[src/rtl/multdiv_pkg.sv]
// Shared definitions for the multiply/divide sequencer: state encoding,
// operation-type constants and per-operation iteration counts.
package multdiv_pkg;

  typedef enum logic [2:0] {
    S_IDLE     = 3'd0,
    S_LOAD     = 3'd1,
    S_MULT_RUN = 3'd2,
    S_DIV_RUN  = 3'd3,
    S_FIX      = 3'd4,
    S_DONE     = 3'd5
  } state_e;

  typedef enum logic {
    OP_MULT = 1'b0,
    OP_DIV  = 1'b1
  } op_e;

  localparam int MULT_ITERS = 16;
  localparam int DIV_ITERS  = 32;

  // A request is valid only when exactly one of the two start strobes is set.
  function automatic logic valid_req(input logic m, input logic d);
    return m ^ d;
  endfunction

endpackage

[src/rtl/multdiv_sequencer.sv]
// Control sequencer for an iterative 32-bit multiply/divide datapath.
// Walks IDLE -> LOAD -> {MULT_RUN | DIV_RUN} -> FIX -> DONE; the iteration
// counter itself lives in the parent and reports back through ovf16/ovf32.
// All outputs are registered, decoded from the next state.
// Optional build macro: MULTDIV_DIVZERO_FAST_EN -- a divide by zero skips the
// iterations and goes straight from LOAD to DONE with the exception set.
// FIX_CYCLES is legal in 1..3.
module multdiv_sequencer
  import multdiv_pkg::*;
#(
  parameter int FIX_CYCLES = 1
) (
  input  logic clock,
  input  logic reset,
  input  logic ctrl_MULT,
  input  logic ctrl_DIV,
  input  logic divisor_zero,
  input  logic mult_ovf,
  input  logic ovf16,
  input  logic ovf32,
  output logic counter_enable,
  output logic counter_reset,
  output logic load_operands,
  output logic step_mult,
  output logic step_div,
  output logic sign_fix,
  output logic busy,
  output logic data_resultRDY,
  output logic data_exception
);

  localparam logic [1:0] FIX_LAST = 2'(FIX_CYCLES - 1);

  state_e     state_q, state_d;
  op_e        op_q, op_d;
  logic       dz_q, dz_d;
  logic       exc_q, exc_d;
  logic [1:0] fix_q, fix_d;
  logic       start;

  assign start          = valid_req(ctrl_MULT, ctrl_DIV);
  assign data_exception = exc_q;

  // Next-state logic; a valid request in any state (including busy ones)
  // restarts at LOAD, which is how an in-flight operation gets aborted.
  always_comb begin
    state_d = state_q;
    op_d    = op_q;
    dz_d    = dz_q;
    exc_d   = exc_q;
    fix_d   = fix_q;
    if (start) begin
      state_d = S_LOAD;
      op_d    = ctrl_DIV ? OP_DIV : OP_MULT;
      exc_d   = 1'b0;
    end else begin
      case (state_q)
        S_LOAD: begin
          dz_d    = divisor_zero;
          fix_d   = 2'd0;
          state_d = (op_q == OP_DIV) ? S_DIV_RUN : S_MULT_RUN;
`ifdef MULTDIV_DIVZERO_FAST_EN
          if (op_q == OP_DIV && divisor_zero) begin
            state_d = S_DONE;
            exc_d   = 1'b1;
          end
`endif
        end
        S_MULT_RUN: begin
          fix_d = 2'd0;
          if (ovf16) state_d = S_FIX;
        end
        S_DIV_RUN: begin
          fix_d = 2'd0;
          if (ovf32) state_d = S_FIX;
        end
        S_FIX: begin
          if (fix_q == FIX_LAST) begin
            state_d = S_DONE;
            // Multiply overflow is only meaningful once sign correction ends.
            exc_d   = (op_q == OP_MULT) ? mult_ovf : dz_q;
          end else begin
            fix_d = fix_q + 2'd1;
          end
        end
        S_DONE:  state_d = S_IDLE;
        default: state_d = S_IDLE;
      endcase
    end
  end

  // State, latched context and registered output strobes.
  always_ff @(posedge clock or posedge reset) begin
    if (reset) begin
      state_q        <= S_IDLE;
      op_q           <= OP_MULT;
      dz_q           <= 1'b0;
      exc_q          <= 1'b0;
      fix_q          <= 2'd0;
      counter_enable <= 1'b0;
      counter_reset  <= 1'b1;
      load_operands  <= 1'b0;
      step_mult      <= 1'b0;
      step_div       <= 1'b0;
      sign_fix       <= 1'b0;
      busy           <= 1'b0;
      data_resultRDY <= 1'b0;
    end else begin
      state_q        <= state_d;
      op_q           <= op_d;
      dz_q           <= dz_d;
      exc_q          <= exc_d;
      fix_q          <= fix_d;
      counter_enable <= (state_d == S_MULT_RUN) || (state_d == S_DIV_RUN);
      counter_reset  <= (state_d == S_IDLE) || (state_d == S_LOAD) || (state_d == S_DONE);
      load_operands  <= (state_d == S_LOAD);
      step_mult      <= (state_d == S_MULT_RUN);
      step_div       <= (state_d == S_DIV_RUN);
      sign_fix       <= (state_d == S_FIX);
      busy           <= (state_d == S_LOAD) || (state_d == S_MULT_RUN) ||
                        (state_d == S_DIV_RUN) || (state_d == S_FIX);
      data_resultRDY <= (state_d == S_DONE);
    end
  end

endmodule

[config.mk]
export PLATFORM = sky130hd
export DESIGN_NAME = multdiv_sequencer
export DESIGN_NICKNAME = d
export VERILOG_FILES = /design/src/rtl/multdiv_pkg.sv /design/src/rtl/multdiv_sequencer.sv
export SDC_FILE = /design/constraint.sdc
export NUM_CORES = 1
export LEC_CHECK = 0
export BUFFER_PORTS_ARGS = -buffer_cell sky130_fd_sc_hd__buf_2
export CORE_UTILIZATION = 39
export CTS_CLUSTER_DIAMETER = 30
export DETAILED_ROUTE_END_ITERATION = 7
export SLEW_MARGIN = 20
export SYNTH_ARGS = -nofsm -noshare
export SYNTH_HDL_FRONTEND = slang
export SYNTH_SLANG_ARGS = --single-unit
[constraint.sdc]
create_clock -name clock -period 1.41 [get_ports clock]
set_clock_uncertainty 0.2 [all_clocks]
set_input_delay 0.0705 -clock clock [delete_from_list [all_inputs] [get_ports clock]]
set_output_delay 0.0705 -clock clock [all_outputs]
set_load 0.01 [all_outputs]
==> results.tsv, run 1 <==
stage	metric	value	unit
status	status	complete, but fails checks	
status	violations	setup timing	
clocking	clkSinkCount	16	
routing	postRouteAntennaNets	0	
synth	yosys-top-cells-area	dfrtp_1, xnor2_4, dfstp_2, o21ai_1, inv_1	
sta	maxSlewHeadroom	60.8	%
synth	yosys-mux-area-fraction	4.65	%
synth	yosysTopAreaCell	dfrtp_1	
die	fp.dieH	45.9	µm
placement	place_inst	112	
clocking	htree_levels	1	
finish	multi_input_area	343	µm²
setup_path	path_class	flop to flop	
worst_hold_path	hp-class	input pin to flop	
clocking	cts_root_buf	clkbuf_4	
placement	place.gp.congestion	0.738	
routing	drtIter0Drc	12	
power	powerDensity	1250	nW/µm²
synth	avgSynthCellArea	11.1	µm²
synth	synthArstFlopShare	100	%
synth	synth_edf_count	0	
finish	n_antenna_cell	0	
clocking	cts_inserted_buffers	3	
finish	seqCellArea	404	µm²
placement	port_buffers	16	
routing	drcViolationCount	0	
sta	fin_ws	-0.0239	ns
routing	wirelength	1540	µm
finish	nets	113	
synth	syn-instance-count	68	
global_routing	grt_pass1_wl	2510	µm
routing	drtPass1Iterations	3	
synth	ys.flop_type	dfrtp_1	
clocking	cts_tree	yes	
synth	synthTopCellsByCount	dfrtp_1, inv_1, o21ai_1	
sta	fmax	0.697	GHz
setup_path	path_depth	5	
setup_path	critPathRequiredTime	1.40	ns
synth	synthesis.area	753	µm²
routing	wl_per_cell	12.0	µm
finish	drive_gt1_share	46.6	%
synth	yosys.cell_count.top_type	dfrtp_1	
setup_path	startpoint_type	flop	
finish	area_growth	42.9	%
power	total_power	1.34	mW
sta	tightest_slew	0.587	ns
die	dieArea	2110	µm²
sta	rsz0062_at_grt	yes	
routing	vias	605	
routing	via_per_inst	4.73	
power	ir_worst_vdd	0.752	mV
clocking	clkTransAtPathRegs	0.10	ns
sta	whs	0.0321	ns
sta	hold_viol	0	
sta	slew_viol_final	0	
placement	dp_hpwl	926	µm
clocking	clock_latency	0.29	ns
setup_path	cp_max_fo	4	
global_routing	antenna_found_initial	0	
synth	synth_xor_area_share	3.65	%
synth	synth_top_family_by_area	simple AND/OR/NAND/NOR gates	
synth	ys_ff_latch	16	
placement	dpl-instance-area	891	µm²
die	start_util	42.7	%
die	num_rows	15	
finish	final.fill_count	173	
die	fp.dieW	45.9	µm
synth	ys_seq_area_share	53.3	%
synth	yosys.area.top_type_share	49.8	%
finish	final_area	1080	µm²
synth	synth-compound-area-share	9.63	%
setup_path	worstPathArrival	1.42	ns
sta	min_period	1.43	ns
synth	yosysWarningCount	0	
run	maxCapViolations	0	
setup_path	path_buf_inv	1	
synth	ys_types	30	
global_routing	grt.overflow.total	0	
power	p_leak	0.513	nW
sta	finalCritPeriodShare	102	%
setup_path	crit_family	compound AO/OA/AOI/OAI gates	
die	fp.coreArea	1760	µm²
finish	stdcell_count	128	
sta	setup_viol	3	
setup_path	path_cells	inv_2, ha_4, o31ai_2, nand2_1, a22o_1	
setup_path	r2r_slack	-0.02	ns
setup_path	slowest_stage	dfrtp_1	
synth	synth-simple-area-share	19.1	%
clocking	clk_path_buf_depth	2	
setup_path	reg2reg_depth	5	
setup_path	crit_path_max_incr_delay	0.39	ns
synth	synthAdderAreaFrac	2.99	%
global_routing	grt_use_total	17.8	%
global_routing	grt_pass1_vias	572	
worst_hold_path	whs_path_depth	4	
die	ioPinCount	17	
synth	syn_nets	77	
setup_path	critPathCaptureType	flop	
global_routing	grt_max_degree	17	
-- placed cells by master, fill, tap and decap left out, drive strengths merged, types with 2 or more instances in the layout --
master	instances
a22o	2
buf	25
clkbuf	5
dfrtp	15
dlygate4sd3	8
inv	7
mux2i	2
nand2	4
nand2b	2
nand3	3
nor2	3
nor2b	3
nor3	3
nor3b	2
o21ai	8
-- worst register-to-register path, stage by stage, from the launching register on --
cell and delay [ns]:
dfrtp_1 0.39, inv_2 0.06, ha_4 0.17, o31ai_2 0.20
nand2_1 0.10, a22o_1 0.21
-- registers in the layout, summed over array words and instances, names as in the netlist --
register	count
load_operands	1
counter_enable	1
data_resultRDY	1
counter_reset	1
step_div	1
fix_q	2
data_exception	1
step_mult	1
op_q	1
busy	1
dz_q	1
sign_fix	1
state_q	3
-- metrics by stage --
step	utilization (%)	worst slack (ns)	setup TNS (ns)
floorplan	-	0.0304	0
global placement	50.5	-0.0861	-0.315
detailed placement	50.5	-0.110	-0.364
CTS	58.1	-0.0201	-0.0580
global route	61.0	-0.0941	-0.608
finish	61.0	-0.0239	-0.0376
-- routing by layer --
layer | global-route usage [%] | share of wire, % | up-vias
li1 | - | - | 301
met1 | 22.1 | 44 | 286
met4 | 11.2 | 2.1 | 0
met5 | 0 | 0 | -
met3 | 3.97 | 3.4 | 4
met2 | 27.6 | 50 | 14
-- cell type report --
class / instances / share of cell area, %
Sequential cell: 16 / 37.6
Multi-Input combinational cell: 42 / 31.9
Timing Repair Buffer: 34 / 21.6
Clock buffer: 4 / 3.37
Tap cell: 25 / 2.91
Inverter: 7 / 2.67
-- worst paths after layout --
kind                                 end      start
hold / removal             counter_reset  ctrl_MULT
max in group asynchronous     state_q[0]      reset
min in group asynchronous           busy      reset
setup reg to reg                fix_q[1]   fix_q[0]
hold reg to reg                     dz_q       dz_q
setup / recovery                fix_q[1]   fix_q[0]
-- report_power, final --
group	total [mW]	internal, mW	switching, mW
combinational	0.433	0.220	0.212
clock	0.306	0.157	0.149
sequential	0.606	0.546	0.0596
total	1.34	0.924	0.421
-- cells by family after synthesis --
group / count (synthesis)
mux: 3
fa+ha+maj: 2
compound gates: 12
flops: 16
simple gates: 24
buf+inv: 10
xor+xnor: 1
-- timing repair --
item | 4_1_cts | 5_1_grt
pin swaps | 6 | 8
endpoints found under the setup margin | 7 | 11
hold buffers | 7 | 1
cloned | 0 | 0
hold endpoints to repair | 24 | 1
resized for setup | 9 | 4
setup buffers | 0 | 4
No activity file was read; power rests on OpenSTA's default activity.
==> run 2, diff against run 1 <==
--- a/config.mk
+++ b/config.mk
@@ -6,9 +6,11 @@
 export NUM_CORES = 1
 export LEC_CHECK = 0
 export BUFFER_PORTS_ARGS = -buffer_cell sky130_fd_sc_hd__buf_2
-export CORE_UTILIZATION = 39
+export CORE_UTILIZATION = 45
 export CTS_CLUSTER_DIAMETER = 30
 export DETAILED_ROUTE_END_ITERATION = 7
+export HOLD_SLACK_MARGIN = 0.12
+export PLACE_DENSITY = 0.71
 export SLEW_MARGIN = 20
 export SYNTH_ARGS = -nofsm -noshare
 export SYNTH_HDL_FRONTEND = slang
==> run 2 against run 1 <==
Compared with the run above:
- the run still ends with setup timing left
- critical path depth increased by 2
- critical path type unchanged
- non-clock buffer count increased by 3
- cell area increased by 4.0%
- die area decreased by 13%
- routed wire length increased by 8.2%
- cell count decreased by 4.7%
- hold slack improved by 0.090 ns
- flip-flop and latch count unchanged
==> results.tsv, run 2 (same netlist as run 1, synthesis figures left out) <==
stage	metric	value	unit	change
setup_path	r2r-start	fix_q[0]		
finish	final_common_cell	buf_2		
sta	hold_viol	0		unchanged
setup_path	critPathCaptureType	flop		
finish	stdcell_count	122		-4.7%
finish	n_antenna_cell	0		unchanged
finish	drive_gt1_share	50.0	%	+3.4 points
finish	utilization	72.6	%	+12 points
clocking	cts_tree	yes		
routing	via_per_inst	5.16		+9.1%
sta	maxSlewHeadroom	58.9	%	-1.9 points
power	ir_worst_vdd	0.874	mV	+16%
routing	wl_met2	893	µm	+15%
setup_path	startpoint_type	flop		
routing	drcViolationCount	0		unchanged
finish	final_area	1120	µm²	+4.0%
die	dieArea	1840	µm²	-13%
sta	tightest_slew	0.616	ns	+0.0287 ns
sta	fmax	0.694	GHz	-0.42%
routing	postRouteAntennaNets	0		unchanged
power	total_power	1.38	mW	+2.4%
routing	met1_length	687	µm	+1.5%
sta	min_period	1.44	ns	+0.00606 ns
setup_path	r2r_slack	-0.03	ns	about the same
clocking	cts_root_buf	clkbuf_4		
routing	wl_per_cell	13.6	µm	+14%
placement	dp_hpwl	1010	µm	+8.7%
clocking	clkSinkCount	16		unchanged
routing	vias	629		+4.0%
finish	nets	116		+2.7%
finish	largest_reg_flops	3		unchanged
clocking	cts_inserted_buffers	3		unchanged
global_routing	grt_use_total	19.9	%	+2.1 points
finish	area_growth	48.5	%	
die	ioPinCount	17		unchanged
routing	drtIter0Drc	12		unchanged
global_routing	grt.overflow.total	0		unchanged
setup_path	cp_max_fo	4		unchanged
die	fp.dieW	42.9	µm	-6.6%
global_routing	grt_max_degree	17		unchanged
setup_path	critPathRequiredTime	1.39	ns	about the same
clocking	clkTransAtPathRegs	0.09	ns	about the same
finish	top_register	state_q		
status	status	complete, but fails checks		
setup_path	path_class	flop to flop		
finish	top_regs	state_q: 3 flops, fix_q: 2 flops		
setup_path	worstPathArrival	1.42	ns	about the same
placement	pre_cts_ws	-0.101	ns	+0.00938 ns
routing	wirelength	1660	µm	+8.2%
sta	fin_ws	-0.0300	ns	-0.00606 ns
worst_hold_path	hold_start	ctrl_MULT		
status	violations	setup timing		
setup_path	crit_start	fix_q[0]		
worst_hold_path	hp-class	input pin to flop		
run	maxCapViolations	0		unchanged
die	start_util	48.9	%	+6.2 points
routing	drtPass1Iterations	4		+1
sta	finalCritPeriodShare	102	%	+0.43 points
clocking	htree_levels	1		unchanged
routing	top_layer	met4		
die	fp.dieH	42.9	µm	-6.6%
placement	port_buffers	16		unchanged
clocking	clk_path_buf_depth	2		unchanged
placement	place.gp.congestion	0.797		+8.0%
global_routing	grt_pass1_wl	2660	µm	+6.1%
global_routing	grt_pass1_vias	620		+8.4%
clocking	clock_latency	0.28	ns	about the same
power	p_leak	0.538	nW	+4.8%
sta	setup_viol	6		+3
routing	wl_met3	48	µm	-7.7%
die	num_rows	14		-1
finish	most-common-layout-cells	buf_2, dfrtp_1, buf_4, dlygate4sd3_1, o21ai_1		
power	powerDensity	1230	nW/µm²	-1.5%
placement	place_inst	102		-8.9%
sta	slew_viol_final	0		unchanged
placement	dpl-instance-area	872	µm²	-2.1%
sta	rsz0062_at_grt	yes		
global_routing	antenna_found_initial	0		unchanged
die	fp.coreArea	1540	µm²	-13%
[run 2: power by group]
part           switching, mW  total (mW)  internal (mW)
clock network          0.142       0.299          0.157
registers             0.0715       0.618          0.546
logic                  0.225       0.459          0.234
total                  0.439        1.38          0.937
[run 2: metrics by stage]
stage          TNS [ns]  hold WS [ns]
2_1_floorplan         0        -0.216
3_3_place_gp     -0.153       -0.0364
3_5_place_dp     -0.607       -0.0331
4_1_cts         -0.0624         0.109
5_1_grt          -0.548         0.139
6_report        -0.0759         0.122
[run 2: worst paths after layout]
kind                       cells past startpoint         end
max                                            7    fix_q[0]
min                                            5        dz_q
max reg2reg                                    7    fix_q[0]
min reg2reg                                    1        dz_q
max in group asynchronous                      3  state_q[0]
min in group asynchronous                      3        busy
[run 2: final cells by class]
type                    count  area (µm²)
repair buffers             37         264
fillers                   113         423
multi-input cells          42         365
well taps                  16        20.0
inverters                   7        28.8
flip-flops and latches     16         404
clock buffers               4        36.3
[run 2: worst max-delay path: stages, from the launching register on]
cell and delay (ns):
dfrtp_1 0.41, inv_2 0.08, ha_4 0.14, buf_4 0.11, nor2b_4 0.04, nand3_1 0.07
o21ai_1 0.06, a22o_1 0.22
[run 2: layer usage]
| metal | GRT usage (%) | vias to the layer above |
|---|---|---|
| li1 | - | 307 |
| met1 | 24.1 | 304 |
| met2 | 34.5 | 14 |
| met3 | 2.55 | 4 |
| met4 | 9.38 | 0 |
| met5 | 0 | - |
[run 2: timing repair]
action / CTS / global route
pin swaps: 5 / 6
hold endpoints to repair: 29 / 0
endpoints found under the setup margin: 8 / 11
hold buffers: 9 / 0
gates cloned: 0 / 0
setup buffers: 2 / 5
gates resized for setup: 12 / 10
